[src/rtl/snake_body_engine.sv]
// snake_body_engine
//   Snake body datapath. The body lives in a circular buffer addressed by a head
//   pointer and a length, so a move rewrites one entry instead of shifting the body.
//   Each move computes the next head, checks walls and self-collision, detects food,
//   erases the old tail and draws the new head through a ready/valid pixel port.
// Ports
//   i_clk, i_rst          clock, synchronous active-high reset
//   i_step, i_dir         move request pulse (taken only while o_ready) and direction
//   i_food_valid/x/y      live food cell
//   i_pix_ready           pixel sink accepts the pending pixel
//   o_pix_valid/x/y/col   pending pixel
//   o_ready, o_dead       idle / sticky collision flag
//   o_food_eaten          one-cycle pulse when a move eats food
//   o_length, o_head_x/y  body length and current head cell
module snake_body_engine #(
    parameter int unsigned COLS      = 52,
    parameter int unsigned ROWS      = 40,
    parameter int unsigned CELL      = 3,
    parameter int unsigned MAX_LEN   = 256,
    parameter int unsigned INIT_LEN  = 4,
    parameter int unsigned START_X   = 20,
    parameter int unsigned START_Y   = 20,
    parameter bit          WRAP      = 1'b1,
    parameter logic [2:0]  SNAKE_COL = 3'b010,
    localparam int unsigned CXW = $clog2(COLS),
    localparam int unsigned CYW = $clog2(ROWS),
    localparam int unsigned LW  = $clog2(MAX_LEN + 1)
) (
    input  logic           i_clk,
    input  logic           i_rst,
    input  logic           i_step,
    input  logic [1:0]     i_dir,
    input  logic           i_food_valid,
    input  logic [CXW-1:0] i_food_x,
    input  logic [CYW-1:0] i_food_y,
    input  logic           i_pix_ready,
    output logic           o_pix_valid,
    output logic [7:0]     o_pix_x,
    output logic [6:0]     o_pix_y,
    output logic [2:0]     o_pix_col,
    output logic           o_ready,
    output logic           o_dead,
    output logic           o_food_eaten,
    output logic [LW-1:0]  o_length,
    output logic [CXW-1:0] o_head_x,
    output logic [CYW-1:0] o_head_y
);

    localparam int unsigned PW = (MAX_LEN > 1) ? $clog2(MAX_LEN) : 1;
    localparam int unsigned OW = (CELL > 1) ? $clog2(CELL) : 1;
    localparam int unsigned EW = CXW + CYW;

    typedef enum logic [2:0] {
        StInit, StIdle, StCalc, StScan, StErase, StDraw, StCommit, StDead
    } state_e;

    state_e         r_state;
    logic [EW-1:0]  r_mem [MAX_LEN];
    logic [EW-1:0]  r_rd_data;
    logic [PW-1:0]  r_rd_addr;
    logic           r_rd_valid;
    logic [LW-1:0]  r_scan_left;
    logic [PW-1:0]  r_head_ptr;
    logic [CXW-1:0] r_head_x;
    logic [CYW-1:0] r_head_y;
    logic [LW-1:0]  r_length;
    logic [1:0]     r_cur_dir;
    logic [1:0]     r_new_dir;
    logic [CXW-1:0] r_nh_x;
    logic [CYW-1:0] r_nh_y;
    logic           r_grow;
    logic           r_eat;
    logic [LW-1:0]  r_init_idx;
    logic           r_pix_valid;
    logic [7:0]     r_pix_x;
    logic [6:0]     r_pix_y;
    logic [2:0]     r_pix_col;
    logic [OW-1:0]  r_ox;
    logic [OW-1:0]  r_oy;
    logic           r_ready;
    logic           r_dead;
    logic           r_food_eaten;

    logic [CXW-1:0] w_nh_x;
    logic [CYW-1:0] w_nh_y;
    logic           w_oob;
    logic           w_food_hit;
    logic           w_grow;
    logic           w_rev;
    logic           w_hs;
    logic           w_last;
    logic           w_load;
    logic [PW-1:0]  w_tail_addr;
    logic [CYW-1:0] w_init_y;
    logic [CXW-1:0] w_cell_x;
    logic [CYW-1:0] w_cell_y;
    logic [2:0]     w_cell_col;

    function automatic logic [7:0] f_base_x(input logic [CXW-1:0] cx);
        return 8'(32'(cx) * CELL);
    endfunction

    function automatic logic [6:0] f_base_y(input logic [CYW-1:0] cy);
        return 7'(32'(cy) * CELL);
    endfunction

    // Next head cell, with wrap values computed even when WRAP=0 (w_oob decides then).
    always_comb begin
        w_nh_x = r_head_x;
        w_nh_y = r_head_y;
        w_oob  = 1'b0;
        case (r_new_dir)
            2'b00: begin
                if (r_head_y == '0) begin
                    w_oob  = 1'b1;
                    w_nh_y = CYW'(ROWS - 1);
                end else begin
                    w_nh_y = r_head_y - CYW'(1);
                end
            end
            2'b01: begin
                if (r_head_y == CYW'(ROWS - 1)) begin
                    w_oob  = 1'b1;
                    w_nh_y = '0;
                end else begin
                    w_nh_y = r_head_y + CYW'(1);
                end
            end
            2'b10: begin
                if (r_head_x == '0) begin
                    w_oob  = 1'b1;
                    w_nh_x = CXW'(COLS - 1);
                end else begin
                    w_nh_x = r_head_x - CXW'(1);
                end
            end
            default: begin
                if (r_head_x == CXW'(COLS - 1)) begin
                    w_oob  = 1'b1;
                    w_nh_x = '0;
                end else begin
                    w_nh_x = r_head_x + CXW'(1);
                end
            end
        endcase
    end

    always_comb begin
        w_food_hit  = i_food_valid && (w_nh_x == i_food_x) && (w_nh_y == i_food_y);
        w_grow      = w_food_hit && (r_length < LW'(MAX_LEN));
        // Reverse pairs share bit 1 and differ in bit 0 (up/down, left/right).
        w_rev       = (i_dir[1] == r_cur_dir[1]) && (i_dir[0] != r_cur_dir[0]);
        w_hs        = r_pix_valid && i_pix_ready;
        w_last      = (r_ox == OW'(CELL - 1)) && (r_oy == OW'(CELL - 1));
        w_tail_addr = r_head_ptr + PW'(r_length - LW'(1));
        w_init_y    = CYW'(START_Y) + CYW'(r_init_idx);
        w_load      = !r_pix_valid &&
                      (r_state == StInit || r_state == StErase || r_state == StDraw);
        w_cell_x    = r_nh_x;
        w_cell_y    = r_nh_y;
        w_cell_col  = SNAKE_COL;
        case (r_state)
            StInit: begin
                w_cell_x = CXW'(START_X);
                w_cell_y = w_init_y;
            end
            StErase: begin
                // Tail entry was fetched on the last SCAN cycle.
                {w_cell_x, w_cell_y} = r_rd_data;
                w_cell_col           = 3'b000;
            end
            default: ;
        endcase
    end

    always_ff @(posedge i_clk) begin
        if (i_rst) begin
            r_state      <= StInit;
            r_rd_data    <= '0;
            r_rd_addr    <= '0;
            r_rd_valid   <= 1'b0;
            r_scan_left  <= '0;
            r_head_ptr   <= '0;
            r_head_x     <= CXW'(START_X);
            r_head_y     <= CYW'(START_Y);
            r_length     <= '0;
            r_cur_dir    <= 2'b00;
            r_new_dir    <= 2'b00;
            r_nh_x       <= '0;
            r_nh_y       <= '0;
            r_grow       <= 1'b0;
            r_eat        <= 1'b0;
            r_init_idx   <= '0;
            r_pix_valid  <= 1'b0;
            r_pix_x      <= '0;
            r_pix_y      <= '0;
            r_pix_col    <= '0;
            r_ox         <= '0;
            r_oy         <= '0;
            r_ready      <= 1'b0;
            r_dead       <= 1'b0;
            r_food_eaten <= 1'b0;
        end else begin
            r_food_eaten <= 1'b0;

            // Start a cell: pixel (0,0) of it becomes pending.
            if (w_load) begin
                r_pix_x     <= f_base_x(w_cell_x);
                r_pix_y     <= f_base_y(w_cell_y);
                r_pix_col   <= w_cell_col;
                r_ox        <= '0;
                r_oy        <= '0;
                r_pix_valid <= 1'b1;
            end

            // Row-major walk inside the cell; the last pixel is handled per state.
            if (w_hs && !w_last) begin
                if (r_ox == OW'(CELL - 1)) begin
                    r_ox    <= '0;
                    r_oy    <= r_oy + OW'(1);
                    r_pix_x <= r_pix_x - 8'(CELL - 1);
                    r_pix_y <= r_pix_y + 7'(1);
                end else begin
                    r_ox    <= r_ox + OW'(1);
                    r_pix_x <= r_pix_x + 8'(1);
                end
            end

            case (r_state)
                StInit: begin
                    if (w_load) begin
                        r_mem[PW'(r_init_idx)] <= {CXW'(START_X), w_init_y};
                    end else if (w_hs && w_last) begin
                        r_pix_valid <= 1'b0;
                        if (r_init_idx == LW'(INIT_LEN - 1)) begin
                            r_length <= LW'(INIT_LEN);
                            r_ready  <= 1'b1;
                            r_state  <= StIdle;
                        end else begin
                            r_init_idx <= r_init_idx + LW'(1);
                        end
                    end
                end
                StIdle: begin
                    if (i_step) begin
                        r_new_dir <= w_rev ? r_cur_dir : i_dir;
                        r_ready   <= 1'b0;
                        r_state   <= StCalc;
                    end
                end
                StCalc: begin
                    if (w_oob && !WRAP) begin
                        r_dead  <= 1'b1;
                        r_state <= StDead;
                    end else begin
                        r_nh_x      <= w_nh_x;
                        r_nh_y      <= w_nh_y;
                        r_grow      <= w_grow;
                        r_eat       <= w_food_hit;
                        // The old tail vacates on a plain move, so it is not scanned.
                        r_scan_left <= w_grow ? r_length : r_length - LW'(1);
                        r_rd_addr   <= r_head_ptr;
                        r_rd_valid  <= 1'b0;
                        r_state     <= StScan;
                    end
                end
                StScan: begin
                    if (r_rd_valid && (r_rd_data == {r_nh_x, r_nh_y})) begin
                        r_dead  <= 1'b1;
                        r_state <= StDead;
                    end else if (r_scan_left != '0) begin
                        r_rd_data   <= r_mem[r_rd_addr];
                        r_rd_addr   <= r_rd_addr + PW'(1);
                        r_scan_left <= r_scan_left - LW'(1);
                        r_rd_valid  <= 1'b1;
                    end else begin
                        r_rd_valid <= 1'b0;
                        r_rd_data  <= r_mem[w_tail_addr];
                        r_state    <= r_grow ? StDraw : StErase;
                    end
                end
                StErase: begin
                    if (w_hs && w_last) begin
                        r_pix_valid <= 1'b0;
                        r_state     <= StDraw;
                    end
                end
                StDraw: begin
                    if (w_hs && w_last) begin
                        r_pix_valid <= 1'b0;
                        r_state     <= StCommit;
                    end
                end
                StCommit: begin
                    r_head_ptr                   <= r_head_ptr - PW'(1);
                    r_mem[r_head_ptr - PW'(1)]   <= {r_nh_x, r_nh_y};
                    r_head_x                     <= r_nh_x;
                    r_head_y                     <= r_nh_y;
                    r_length                     <= r_length + LW'(r_grow);
                    r_cur_dir                    <= r_new_dir;
                    r_food_eaten                 <= r_eat;
                    r_ready                      <= 1'b1;
                    r_state                      <= StIdle;
                end
                StDead: begin
                    r_pix_valid <= 1'b0;
                    r_ready     <= 1'b0;
                end
                default: r_state <= StDead;
            endcase
        end
    end

    assign o_pix_valid  = r_pix_valid;
    assign o_pix_x      = r_pix_x;
    assign o_pix_y      = r_pix_y;
    assign o_pix_col    = r_pix_col;
    assign o_ready      = r_ready;
    assign o_dead       = r_dead;
    assign o_food_eaten = r_food_eaten;
    assign o_length     = r_length;
    assign o_head_x     = r_head_x;
    assign o_head_y     = r_head_y;

endmodule

[config.mk]
export PLATFORM = sky130hd
export DESIGN_NAME = snake_body_engine
export DESIGN_NICKNAME = d
export VERILOG_FILES = /design/src/rtl/snake_body_engine.sv
export SDC_FILE = /design/constraint.sdc
export NUM_CORES = 2
export LEC_CHECK = 0
export ABC_CLOCK_PERIOD_IN_PS = 39100
export CORE_MARGIN = 3
export CORE_UTILIZATION = 55
export DETAILED_ROUTE_END_ITERATION = 7
export MAX_ROUTING_LAYER = met4
export PLACE_DENSITY_LB_ADDON = 0.1
export SLEW_MARGIN = 10
export SYNTH_ARGS = -nofsm -noshare
export SYNTH_HDL_FRONTEND = slang
export SYNTH_SLANG_ARGS = --single-unit
[constraint.sdc]
create_clock -name i_clk -period 39.1 [get_ports i_clk]
set_input_delay 7.82 -clock i_clk [delete_from_list [all_inputs] [get_ports i_clk]]
set_output_delay 7.82 -clock i_clk [all_outputs]
set_load 0.1 [all_outputs]
==> results of run 1 <==
## per-layer routing
layer / track usage (%)
met5: -
met1: 51.9
met4: 21.9
met3: 16.7
met2: 55.7
## cell families after synthesis
group	Yosys count	share of synthesized area, %
flops	3193	62.9
mux	1794	25.3
simple gates	1407	4.33
compound gates	943	4.45
buf+inv	682	2.31
xor+xnor	71	0.413
fa+ha+maj	42	0.364
other cells	1	0.00249
## metrics by stage
step	instance area, um2	utilization [%]
5_1_grt	166000	61.1
3_3_place_gp	155000	57.0
3_5_place_dp	155000	57.1
2_1_floorplan	151000	-
4_1_cts	166000	61.0
==> impl_results.md, run 1 <==
* Bufs on Longest Clock Path at 4
* Synth top area cells: edfxtp_1 (61%), mux4_2 (24%), dfxtp_1 (1.6%)
* H-tree levels at 5
* GRT Total Usage at 40.7%
* Detailed Place HPWL at 361 mm
* Commonest cells post-synth: edfxtp_1 (3072), mux4_2 (1605), nand2_1 (438)
* Area leader, netlist: edfxtp_1
* Post-synth EDFFs at 3072
* Seq/Total Area, Yosys at 62.9%
* Run status: did not finish
* Initial Utilization at 55.4%
* Top FF cell, synth: edfxtp_1
* First-pass GRT wire length at about 750 mm
* Inserted Clock Buffers at 333
* Clock sink count at between 3000 and 4000
* Post-CTS Setup Repair Bufs at 0
* Hold buffer count at CTS at 0
* Cells after DPL at around 11000
* # resized after CTS at 0
* Largest net degree at the start of global routing at 159
* Ys async rst share at 0%
* Placer Congestion at between 1 and 1.5
* Failed at: 5_2_route
* Yosys reg bits at 3193
* Cells after synthesis at roughly 8000
* Pre-CTS setup slack at between 20000 and 30000 ps
* Chip height at 529 um
* Width of the die at 529 um
* Final global-route overflow total at 0
* Top-area cell type share of the netlist area at 61.2%
* Rows at 191
* Avg Cell Area, Syn at 18.5 um2
* Top-count cell post-synth: edfxtp_1
* Number of global-route vias before repair at roughly 89000
* Total I/O pin count at between 60 and 70
* Synth warn at 0
* Number of antenna violations at the first check in global routing at 48
* Synth unique cells at 92
* Clk root buf: clkbuf_16
* Port-buffer cells at 59
* Synth Cell Area at ~150000 um2
* First error: Error: net677 10 pin not visited #guides = 232
==> run 2, diff against run 1 <==
Settings changed: CORE_UTILIZATION 55 to 40, MAX_ROUTING_LAYER met4 to not set, PLACE_DENSITY_LB_ADDON 0.1 to 0.15.
==> impl_results.md, run 2 <==
* Run status: finished with violations
* Failing checks: DRC, capacitance limit, slew limit
* Port-buffer cells at 59 (unchanged)
* DRT Pass-1 Iters at 6
* Slew @ Worst Pin at 1600 ps
* CP Launch Type: input port
* RSZ-0062 raised after global routing: false
* Die ar. at 384000 um2
* Initial Utilization at 40.3% (-15 points)
* Reg2reg setup slack at 30370 ps
* Synth unique cells at 92 (unchanged)
* Commonest non-fill, non-tap cells in the layout: edfxtp_1 (3072), mux4_2 (1605), nand2_1 (419), nor2_1 (382), clkbuf_16 (356)
* Detailed Place HPWL at 386 mm (+6.8%)
* F_max at around 0.086 GHz
* Number of global-route vias before repair at 90201 (+0.96%)
* Clock sink count at 3193 (unchanged)
* Width of the die at 620 um (+17%)
* CP top delay family: simple AND/OR/NAND/NOR gates
* WP data arrival at 12200 ps
* Chip height at 620 um (+17%)
* Max FFs per register at 3072
* Total I/O pin count at 62 (unchanged)
* # resized after CTS at 0 (unchanged)
* Layout Nets at 8288
* Number of max-cap violations at 1
* Seq/Total Area, Yosys at 62.9% (unchanged)
* Worst-path fanout max at 45
* Inserted Clock Buffers at 351 (+5.4%)
* LEAKAGE at 49.6 nW
* CP max-delay cell: nor2_1
* Top FF cell, synth: edfxtp_1
* DRT iter0 DRCs at about 14000
* Synth Cell Area at 151000 um2 (unchanged)
* Ys async rst share at 0% (unchanged)
* Final WL at 590 mm
* CP cell instances: buf_4 -> nor2_2 -> buf_4 -> nor2_1 -> a21o_1 -> nor2_1 -> nand2_1 -> nor2_1
* Cells after synthesis at 8133 (unchanged)
* Final global-route overflow total at 0 (unchanged)
* Final Max Tran Viols at 2
* Floorplan core area at 374000 um2
* VDD IR-drop max at 0.0000352 V
* Reg with most FFs: r_mem
* Setup TNS Final at 0 ps
* Total Power at 7.09 mW
* Fin crit share at approximately 30%
* CTS tree: done
* Synth top area cells: edfxtp_1 (61%), mux4_2 (24%), dfxtp_1 (1.6%)
* Layout cells sized above 1 at 30.8%
* First-pass GRT wire length at 794 mm (+5.1%)
* Pwr dens at 41.9 nW/um2
* Post-CTS Setup Repair Bufs at 0 (unchanged)
* Worst setup path class: input port to flop
* Rows at 224 (+17%)
* WL/cell at 43.6 um
* Routed via count divided by cell count at around 7
* Avg Cell Area, Syn at 18.5 um2 (unchanged)
* Clock transition at the registers of the reported paths at around 60 ps
* CP Data Required Time at slightly below 40000 ps
* Largest registers: r_mem: 3072 flops, r_rd_data: 12 flops
* Clk root buf: clkbuf_16
* Most used cell, CP: nor2_1
* Critical path endpoint category: flop
* # fillers at 31425
* Commonest cells post-synth: edfxtp_1 (3072), mux4_2 (1605), nand2_1 (438)
* Post-synth EDFFs at 3072 (unchanged)
* Area Growth Syn to Fin at 12.2%
* Number of antenna violations at the first check in global routing at 38 (-21%)
* Post-route ant nets at 0
* Bufs and invs on worst path at 2
* Final Hold Fails at 0
* Worst hold margin at approximately 450 ps
* Worst Skew at between 50 and 60 ps
* Largest net degree at the start of global routing at 149 (-6.3%)
* Vias at 94380
* CP max stage delay at 1310 ps
* Bufs on Longest Clock Path at 4 (unchanged)
* HP Class: flop to flop
* Fin crit period at 11630 ps
* Area leader, netlist: edfxtp_1
* GRT Total Usage at 30.3% (-10 points)
* Slew margin rel. at -7.70%
* Top-count cell post-synth: edfxtp_1
* Residual DRC count at 2
* Commonest non-fill, non-tap cell in the layout: edfxtp_1
* Fin util at 45.2%
* Top-area cell type share of the netlist area at 61.2% (unchanged)
* Cells after DPL at 12844 (+13%)
* Worst-skew pair later-pin latency at 1000 ps
* Synth warn at 0 (unchanged)
* H-tree levels at 5 (unchanged)
* Fin cells at 13532
* Final-report setup violation count at 0
* Hold buffer count at CTS at 0 (unchanged)
* Yosys reg bits at 3193 (unchanged)
* Placer Congestion at 0.995 (-4.8%)
==> run 2: cell type report <==
type	count	area, um2	area share [%]
diodes	37	92.6	0.0548
multi-input cells	4259	53100	31.4
well taps	4972	6220	3.68
inverters	42	159	0.0940
flip-flops and latches	3193	94700	56.0
repair buffers	380	3250	1.92
clock inverters	225	2370	1.40
clock buffers	424	9180	5.43
==> run 2: worst register-to-register path: cells and delay by family (launching register included) <==
| kind | cells | cell delay (ps) |
|---|---|---|
| mux | 2 | 1520 |
| fa+ha+maj | 2 | 770 |
| compound gates | 2 | 560 |
| buf+inv | 5 | 2650 |
| simple gates | 4 | 2370 |
| flops | 1 | 480 |
| xor+xnor | 1 | 190 |
==> run 2: power by group <==
| part | leakage, nW | internal, mW | switching (mW) | total, mW |
|---|---|---|---|---|
| sequential | 27.7 | 3.69 | 0.00177 | 3.69 |
| clock | 5.59 | 1.94 | 1.43 | 3.37 |
| combinational | 16.2 | 0.00694 | 0.0193 | 0.0262 |
| total | 49.6 | 5.64 | 1.45 | 7.09 |
==> run 2: worst paths after layout <==
kind | cells past startpoint | from | to
hold / removal | 2 | r_eat | r_eat
setup reg to reg | 16 | o_length[0] | r_rd_data[0]
setup / recovery | 8 | i_rst | r_mem[219][5]
hold reg to reg | 2 | r_eat | r_eat
==> run 2: cells by family (layout without fill, tap and decap cells) <==
family	Yosys count	count (layout)	share of synthesized area (%)
flip-flops	3193	3193	62.9
multiplexers	1794	1794	25.3
AND/OR/NAND/NOR	1407	1407	4.33
AO/OA/AOI/OAI	943	943	4.45
buffers and inverters	682	1071	2.31
XOR/XNOR	71	71	0.413
adder cells (fa/ha/maj)	42	42	0.364
other	1	39	0.00249
==> run 2: per-stage QoR <==
| stage | cell area (um2) | worst slack (ps) |
|---|---|---|
| after global routing | 169000 | 27580 |
| after detailed placement | 157000 | 26700 |
| after floorplan | 151000 | 18600 |
| after global placement | 157000 | 26480 |
| after CTS | 169000 | 27710 |
| final | 169000 | 27470 |
==> run 2: layer usage <==
layer | vias up | part of all wire, % | GRT usage (%)
met5 | - | 0.023 | 0.0125
met4 | 14 | 6.3 | 16.0
met3 | 1289 | 13 | 10.3
met2 | 7379 | 45 | 45.6
met1 | 50662 | 36 | 38.8
li1 | 35036 | - | -
Power figures use the tool's default switching activity.
